[config.mk]
export PLATFORM = sky130hd
export DESIGN_NAME = twiddle_sequencer
export DESIGN_NICKNAME = d
export VERILOG_FILES = /design/src/rtl/fft_pkg.sv /design/src/rtl/twiddle_sequencer_tw_addr_calc.sv /design/src/rtl/twiddle_sequencer.sv
export SDC_FILE = /design/constraint.sdc
export NUM_CORES = 1
export LEC_CHECK = 0
export ABC_AREA = 1
export CORE_ASPECT_RATIO = 1.5
export CORE_MARGIN = 3
export CORE_UTILIZATION = 40
export CTS_BUF_LIST = sky130_fd_sc_hd__clkbuf_16
export CTS_CLUSTER_DIAMETER = 40
export DETAILED_ROUTE_END_ITERATION = 10
export PLACE_DENSITY = 0.57
export SYNTH_ARGS = -nofsm -noshare
export SYNTH_HDL_FRONTEND = slang
export SYNTH_SLANG_ARGS = --single-unit
[constraint.sdc]
create_clock -name clk -period 2.9 [get_ports clk]
set_clock_uncertainty 0.2 [all_clocks]
set_input_delay 0.58 -clock clk [delete_from_list [all_inputs] [get_ports clk]]
set_output_delay 0.58 -clock clk [all_outputs]
set_load 0.02 [all_outputs]
[src/rtl/fft_pkg.sv]
// fft_pkg: shared definitions for the FFT datapath control blocks.
//   LOG2N_DEFAULT  default log2 of the frame length in complex points
//   DATA_WIDTH     width of one real or imaginary data word
//   TWIDDLE_POWER  twiddle scaling exponent (unity = 2**TWIDDLE_POWER)
//   twiddle_t      packed complex twiddle word as read from the ROM
//   seq_state_e    word-phase state of the twiddle sequencer
package fft_pkg;

  localparam int LOG2N_DEFAULT = 6;
  localparam int DATA_WIDTH    = 16;
  localparam int TWIDDLE_POWER = DATA_WIDTH - 1;

  typedef struct packed {
    logic signed [DATA_WIDTH-1:0] re;
    logic signed [DATA_WIDTH-1:0] im;
  } twiddle_t;

  typedef enum logic [1:0] {
    ST_IDLE = 2'd0,
    ST_RE   = 2'd1,
    ST_IM   = 2'd2
  } seq_state_e;

endpackage

[src/rtl/twiddle_sequencer_tw_addr_calc.sv]
// tw_addr_calc: combinational twiddle exponent for butterfly pair n at stage s.
//   n       pair index within the frame (LOG2N bits)
//   s       FFT stage index
//   tw_addr twiddle ROM address; 0 selects the unity twiddle
// With span L = N >> s and j = n mod L, the lower half of each span uses the
// unity twiddle and the upper half uses exponent (j - L/2) scaled by 2**s.
module tw_addr_calc
  import fft_pkg::*;
#(
  parameter int LOG2N   = LOG2N_DEFAULT,
  parameter int STAGE_W = $clog2(LOG2N)
) (
  input  logic [LOG2N-1:0]   n,
  input  logic [STAGE_W-1:0] s,
  output logic [LOG2N-2:0]   tw_addr
);

  // One bit wider than n so that L = N itself (stage 0) is representable.
  localparam logic [LOG2N:0] N_W   = {1'b1, {LOG2N{1'b0}}};
  localparam logic [LOG2N:0] ONE_W = (LOG2N+1)'(1);

  logic [LOG2N:0] span_w;
  logic [LOG2N:0] half_w;
  logic [LOG2N:0] j_w;

  always_comb begin
    span_w = N_W >> s;
    half_w = span_w >> 1;
    j_w    = {1'b0, n} & (span_w - ONE_W);
    // The scaled exponent is always below N/2, so the narrowing cast is lossless.
    if (j_w >= half_w) begin
      tw_addr = (LOG2N-1)'((j_w - half_w) << s);
    end else begin
      tw_addr = '0;
    end
  end

endmodule

[src/rtl/twiddle_sequencer.sv]
// twiddle_sequencer: per-frame control for a word-serial complex rotator.
// Data arrives as re then im words; each complex pair is rotated by a twiddle
// whose ROM address is issued on the re-word cycle.
//   clk, rst      clock, asynchronous active-high reset
//   cfg_start     frame-start pulse, cfg_stage sampled with it
//   in_valid      a data word is present on the rotator input this cycle
//   sw            rotator phase select (high while the im word is accepted)
//   tw_addr       twiddle ROM address, held for the pair's two output cycles
//   out_valid     rotator output valid (real, then imag)
//   busy          frame in progress, through the frame_done cycle
//   frame_done    pulse with the imag output of the last pair
//   err           sticky: bad stage or a gap inside a pair
module twiddle_sequencer
  import fft_pkg::*;
#(
  parameter int LOG2N = LOG2N_DEFAULT
) (
  input  logic                       clk,
  input  logic                       rst,
  input  logic                       cfg_start,
  input  logic [$clog2(LOG2N)-1:0]   cfg_stage,
  input  logic                       in_valid,
  output logic                       sw,
  output logic [LOG2N-2:0]           tw_addr,
  output logic                       out_valid,
  output logic                       busy,
  output logic                       frame_done,
  output logic                       err
);

  localparam int               STAGE_W = $clog2(LOG2N);
  localparam logic [LOG2N-1:0] LAST_N  = '1;

  seq_state_e         state_q, state_d;
  logic [LOG2N-1:0]   n_q, n_d;
  logic [STAGE_W-1:0] stage_q, stage_d;
  logic [LOG2N-2:0]   tw_addr_q, tw_addr_d;
  logic               out_valid_q, out_valid_d;
  logic               busy_q, busy_d;
  logic               frame_done_q, frame_done_d;
  logic               err_q, err_d;
  logic [LOG2N-2:0]   tw_calc;
  logic               stage_ok;

  tw_addr_calc #(
    .LOG2N   (LOG2N),
    .STAGE_W (STAGE_W)
  ) u_tw_addr_calc (
    .n       (n_q),
    .s       (stage_q),
    .tw_addr (tw_calc)
  );

  assign stage_ok = int'(cfg_stage) < LOG2N;

  always_comb begin
    // NOTE: every signal gets a default before the case so no path leaves it
    // unassigned; otherwise synthesis infers a latch.
    state_d      = state_q;
    n_d          = n_q;
    stage_d      = stage_q;
    tw_addr_d    = tw_addr_q;
    out_valid_d  = 1'b0;
    frame_done_d = 1'b0;
    busy_d       = busy_q;
    err_d        = err_q;

    // busy covers the frame_done cycle itself, then drops.
    if (frame_done_q) begin
      busy_d = 1'b0;
    end

    unique case (state_q)
      ST_IDLE: begin
        // busy_q is still high on the frame_done cycle, so a start there is
        // treated as arriving while busy.
        if (cfg_start && !busy_q) begin
          if (stage_ok) begin
            state_d = ST_RE;
            n_d     = '0;
            stage_d = cfg_stage;
            busy_d  = 1'b1;
            err_d   = 1'b0;
          end else begin
            err_d = 1'b1;
          end
        end
      end
      ST_RE: begin
        if (in_valid) begin
          state_d     = ST_IM;
          tw_addr_d   = tw_calc;
          out_valid_d = 1'b1;
        end
      end
      ST_IM: begin
        if (in_valid) begin
          out_valid_d = 1'b1;
          n_d         = n_q + 1'b1;
          if (n_q == LAST_N) begin
            state_d      = ST_IDLE;
            frame_done_d = 1'b1;
          end else begin
            state_d = ST_RE;
          end
        end else begin
          // A pair split by a gap cannot be rotated; abandon the frame.
          state_d = ST_IDLE;
          busy_d  = 1'b0;
          err_d   = 1'b1;
        end
      end
      default: state_d = ST_IDLE;
    endcase
  end

  // NOTE: sequential state uses non-blocking assignments so every flop samples
  // pre-edge values; the reset branch clears all state asynchronously.
  always_ff @(posedge clk or posedge rst) begin
    if (rst) begin
      state_q      <= ST_IDLE;
      n_q          <= '0;
      stage_q      <= '0;
      tw_addr_q    <= '0;
      out_valid_q  <= 1'b0;
      busy_q       <= 1'b0;
      frame_done_q <= 1'b0;
      err_q        <= 1'b0;
    end else begin
      state_q      <= state_d;
      n_q          <= n_d;
      stage_q      <= stage_d;
      tw_addr_q    <= tw_addr_d;
      out_valid_q  <= out_valid_d;
      busy_q       <= busy_d;
      frame_done_q <= frame_done_d;
      err_q        <= err_d;
    end
  end

  // The rotator needs the phase select in the same cycle the im word lands.
  assign sw         = (state_q == ST_IM) && in_valid;
  assign tw_addr    = tw_addr_q;
  assign out_valid  = out_valid_q;
  assign busy       = busy_q;
  assign frame_done = frame_done_q;
  assign err        = err_q;

endmodule
After elaboration in Yosys (flattened, before gate mapping)
Cells that the tools add are included.

word-level totals
  register bits = 20
  output and inout port bits = 10
  word-level logic and storage cells = 60

operators by class
  $add $sub $neg = 3
  magnitude comparators = 2
  equality and inequality tests = 8
  shifts and indexed selects = 2
  muxes and demuxes = 25
  bitwise operators = 1
  reductions and logical operators = 11

operator list
  operator                                           number
  two-way mux 6 bit                                  3
  two-way mux 1 bit                                  13
  one-hot mux 6 bit (2 select lines)                 1
  != test 2 bit, second input constant               5
  AND reduction 3 bit                                3
  two-way mux 2 bit                                  4
  AND 6 x 7 -> 7 bit                                 1
  greater-or-equal comparator 7 x 6 -> 1 bit         1
  << shifter 7 x 3 -> 5 bit                          1
  >> shifter 7 x 3 -> 7 bit, first input constant    1
  subtractor 7 x 1 -> 7 bit, second input constant   1
  subtractor 7 x 6 -> 7 bit                          1
  adder 6 x 1 -> 6 bit, second input constant        1
  == test 6 bit, second input constant               1
  one-hot mux 2 bit (3 select lines)                 1
  two-way mux 5 bit                                  1
  one-hot mux 1 bit (2 select lines)                 2
  AND reduction 4 bit                                1
  less-than comparator 3 bit, second input constant  1
  == test 2 x 1 -> 1 bit, second input constant      1
  == test 2 bit, second input constant               1
  logical AND 1 bit                                  2
  zero test 2 bit                                    1
  AND reduction 2 bit                                1
  3 further kinds                                    3

Logic depth before layout (Yosys ltp)
  depth after elaboration = 6
  depth in mapped cells = 19
  depth with buffers taken out = 18

Cells and area by module
Synthesis repeated with hierarchy kept, for this count alone.

second synthesis, totals
  cell total of the unflattened synthesis = 220
  area total of the unflattened synthesis = 1581.5 µm²

by module, submodules not included
  module             times used  cells each  area an instance (µm²)  seq. area each (µm²)
  twiddle_sequencer  1           119         1034.7                  500.5
  tw_addr_calc       1           101         546.8                   0.0

Worst setup path before layout
Ideal clock, no wire load.

  path kind = register -> register
  from = reg stage_q[1]
  to = reg tw_addr_q[4] (netlist: tw_addr[4])
  arrival time = 2212 ps
  required time = 2584 ps
  setup slack = 372 ps
  cell stages (with the launch flop) = 18
  period minus slack after synthesis = 2528 ps
  path through = dfrtp_1 -> buf_4 -> inv_2 -> nand2_1 -> nor2_1 -> inv_1 -> ha_1 -> nor2_1 -> inv_1 -> fa_1 -> inv_1 -> nand2_1 -> nand3_1 -> o21ai_1 -> a21oi_1 -> nand2_1 -> nand2_1 -> nand2_1

on the way
  word-level cells in the longest chain between the ends = 6
  elaborated cells on any way between the ends = 7
  those cells by class = 2 x add/sub; 1 x order compare; 2 x shift; 1 x mux; 1 x bitwise

ends and longest elaborated chain
  item                       RTL line                              text
  start, declared            twiddle_sequencer.sv:36               logic [STAGE_W-1:0] stage_q, stage_d;
  start signal, assigned     twiddle_sequencer.sv:132              stage_q <= stage_d;
  >> shifter 7 x 3 -> 7 bit  twiddle_sequencer_tw_addr_calc.sv:27  span_w = N_W >> s;
  subtractor 7 x 1 -> 7 bit  twiddle_sequencer_tw_addr_calc.sv:29  j_w = {1'b0, n} & (span_w - ONE_W);
  AND 6 x 7 -> 7 bit         twiddle_sequencer_tw_addr_calc.sv:29
  subtractor 7 x 6 -> 7 bit  twiddle_sequencer_tw_addr_calc.sv:32  tw_addr = (LOG2N-1)'((j_w - half_w) << s);
  << shifter 7 x 3 -> 5 bit  twiddle_sequencer_tw_addr_calc.sv:32
  two-way mux 5 bit *        twiddle_sequencer_tw_addr_calc.sv:31  if (j_w >= half_w) begin
  end signal, assigned       twiddle_sequencer.sv:133              tw_addr_q <= tw_addr_d;
  end, declared              twiddle_sequencer.sv:37               logic [LOG2N-2:0] tw_addr_q, tw_addr_d;

Every way passes the cells marked *; elsewhere a longest branch is shown, timed or not.
A chain may end at the register's enable or synchronous reset.

Worst setup path after layout
  from = reg state_q[0]
  to = out sw

on the way
  word-level cells in the longest chain between the ends = 2

ends and longest elaborated chain
  item                    RTL line                  text
  start, declared         twiddle_sequencer.sv:34   seq_state_e state_q, state_d;
  start signal, assigned  twiddle_sequencer.sv:130  state_q <= state_d;
  == test 2 bit           twiddle_sequencer.sv:142  assign sw = (state_q == ST_IM) && in_valid;
  logical AND 1 bit       twiddle_sequencer.sv:142
  end, declared           twiddle_sequencer.sv:23   output logic sw,

Every way passes these cells.

==> impl_metrics.ini <==
[global_routing]
grt_max_degree = 21
use_met1 = 0.170
use_met3 = 0.0142
grt.busiest_layer = met2
first_global_vias = 1435
use_met2 = 0.334
antenna_found_initial = 0
grt_usage = 0.169
grt_pass1_wl_um = 6150
gr-total-overflow = 0

[cells_and_area]
layout.area.seq_um2 = 502
fillers = 340
multi_input_area_um2 = 880
mostFrequentLayoutCells = nand2_1, inv_1, dfrtp_1
drive_above_1_share = 0.142
antenna_cells = 0
nNetsFinal = 254
layout_commonest_cell = nand2_1
syn_to_final_growth_pct = 21.4
postLayoutCellArea_um2 = 1860

[die]
core_um2 = 3550
dieArea_um2 = 4620
placement_rows = 26
die_w_um = 56.5
io_pins = 17
fp.dieH_um = 81.7
start_util = 0.431

[pwr]
power_leakage_nw = 0.920
ir_worst_vdd_v = 0.000577
p_sw_frac = 0.477
power_density_nw_per_um2 = 1040
total_power_w = 0.00193
comb_power_share = 0.618
seqPwrFrac = 0.235
pwr-share-clk = 0.147
p_int_w = 0.00101
p_switching_w = 0.000921

[timing]
rsz0062_at_grt = no
fin_hold_ws_ns = 0.270
tightestPinTransition_ns = 0.776
fmax_ghz = 0.373
relSlewSlack = 0.482
tns_ns = 0
fin_crit_sh = 0.923
finalSetupViolCount = 0
hold_violations = 0
fin_crit_ns = 2.68
maxSlewViolCount = 0

[setup_path]
critPathRequiredTime_ns = 2.12
r2r_cells = 17
cp_max_fo = 5
cp.arrival_ns = 1.90
critical_path_class = reg -> out
worstSetupEndpointType = output port
start_kind = register

[route]
vias = 1414
wirelength_um = 3580
drc = 0
firstDrtPassIters = 4
antenna_left = 0
drt_iter0_markers = 47
wl_per_cell_um = 13.1
via_per_inst = 5.16

[place]
dpl_cell_area_um2 = 1760
port_buffers = 16
gp_congestion = 0.861
dp_hpwl_um = 2920

[job]
drv_cap = 0

[run_status]
outcome = completed

[logic_synthesis]
synthTopCellsByArea = dfrtp_1, nand2_1, ha_1, inv_1, nand3_1
syn_area_um2 = 1530
yosys.area.top_type = dfrtp_1
synth-seq-cells = 20
avgSynthCellArea_um2 = 7.35
syn_nets = 229
ys_warn_count = 0
synthDistinctLibCells = 30
synth_cells = 208
ys_seq_area_frac = 0.327
netlist.area_leader.share = 0.327

[hold_path]
hold_path.class = reg -> reg
min_path_cells = 1

[clocking]
cts.path.max_buffers = 2
clock_sinks = 20
htree_levels = 1
worst_skew_pair.late_latency_ns = 0.25
path_clk_slew_ns = 0.06
numCtsBuffers = 3
hold_buffers = 0
cts_tree = yes
cts-root-buf = clkbuf_16
==> layout make-up <==
class                   count  share of cell area
clock buffers               3              0.0404
well taps                  42              0.0283
clock inverters             1             0.00202
repair buffers             22               0.111
flip-flops and latches     20               0.270
multi-input cells         149               0.474
inverters                  37              0.0748
==> metal layers <==
metal,share of wire,wire length (um)
met5,0,0
met4,0.034,123
met3,0.021,76
met2,0.56,2000
met1,0.39,1380
==> worst max-delay path, cell delays in order (launching register included) <==
cell	delay [ns]
dfrtp_1	0.42
inv_1	0.12
ha_1	0.29
nand2_1	0.14
inv_1	0.07
clkdlybuf4s50_1	0.59
==> kinds of logic (layout without fill, tap and decap cells) <==
| kind of cell | after synthesis | count (layout) | synth area share |
|---|---|---|---|
| AO/OA/AOI/OAI | 31 | 31 | 0.115 |
| adder cells (fa/ha/maj) | 14 | 14 | 0.119 |
| flip-flops | 20 | 20 | 0.327 |
| XOR/XNOR | 4 | 4 | 0.0229 |
| AND/OR/NAND/NOR | 100 | 100 | 0.315 |
| buffers and inverters | 39 | 63 | 0.101 |
==> power by group through the flow <==
stage / combinational, W / clock (W) / sequential, W
6_report: 0.00119 / 0.000284 / 0.000452
5_1_grt: 0.00136 / 0.000299 / 0.000467
4_1_cts: 0.00117 / 0.000288 / 0.000453
3_5_place_dp: 0.00116 / 0 / 0.000457
3_3_place_gp: 0.00115 / 0 / 0.000453
2_1_floorplan: 0.000840 / 0 / 0.000473
==> metrics by stage <==
step,setup slack (ns),instances,utilization
after CTS,0.177,272,0.518
after floorplan,0.372,208,-
after global routing,0.0173,274,0.524
after global placement,0.258,268,0.495
after detailed placement,0.206,268,0.495
final,0.223,274,0.524
==> path summary, 6_finish.rpt <==
path / start / to / slack, ns
max: state_q[0]$_DFFE_PP0P_ / sw / 0.22
min: frame_done$_DFF_PP0_ / busy$_DFF_PP0_ / 0.27
max reg2reg: stage_q[1]$_DFFE_PP0P_ / tw_addr[4]$_DFFE_PP0P_ / 0.26
min reg2reg: frame_done$_DFF_PP0_ / busy$_DFF_PP0_ / 0.27
max in group asynchronous: rst / stage_q[2]$_DFFE_PP0P_ / 1.39
min in group asynchronous: rst / out_valid$_DFF_PP0_ / 0.57
==> Yosys cell counts <==
cell type / n
a211oi_1: 1
a21oi_1: 13
buf_4: 2
clkinv_1: 1
dfrtp_1: 20
fa_1: 1
ha_1: 13
inv_1: 26
inv_2: 10
nand2_1: 46
nand2_2: 1
nand3_1: 18
nand3_2: 2
nand3_4: 1
nand4_1: 4
nor2_1: 17
nor2_2: 3
nor2_4: 2
nor3_1: 2
nor3_2: 1
nor3b_2: 1
nor4_1: 1
o211ai_1: 1
o21a_1: 3
o21ai_0: 3
o21ai_1: 7
o31ai_1: 3
or2_1: 1
xnor2_1: 1
xor2_1: 3
==> registers in the layout, indices dropped and copies added, names as in the netlist <==
name / count
busy: 1
err: 1
frame_done: 1
n_q: 6
out_valid: 1
stage_q: 3
state_q: 2
tw_addr: 5
==> timing repair <==
item / 4_1_cts / 5_1_grt
endpoints found under the setup margin: 0 / 1
setup buffers: 0 / 2
gates resized for setup: 0 / 3
Power figures use the tool's default switching activity.
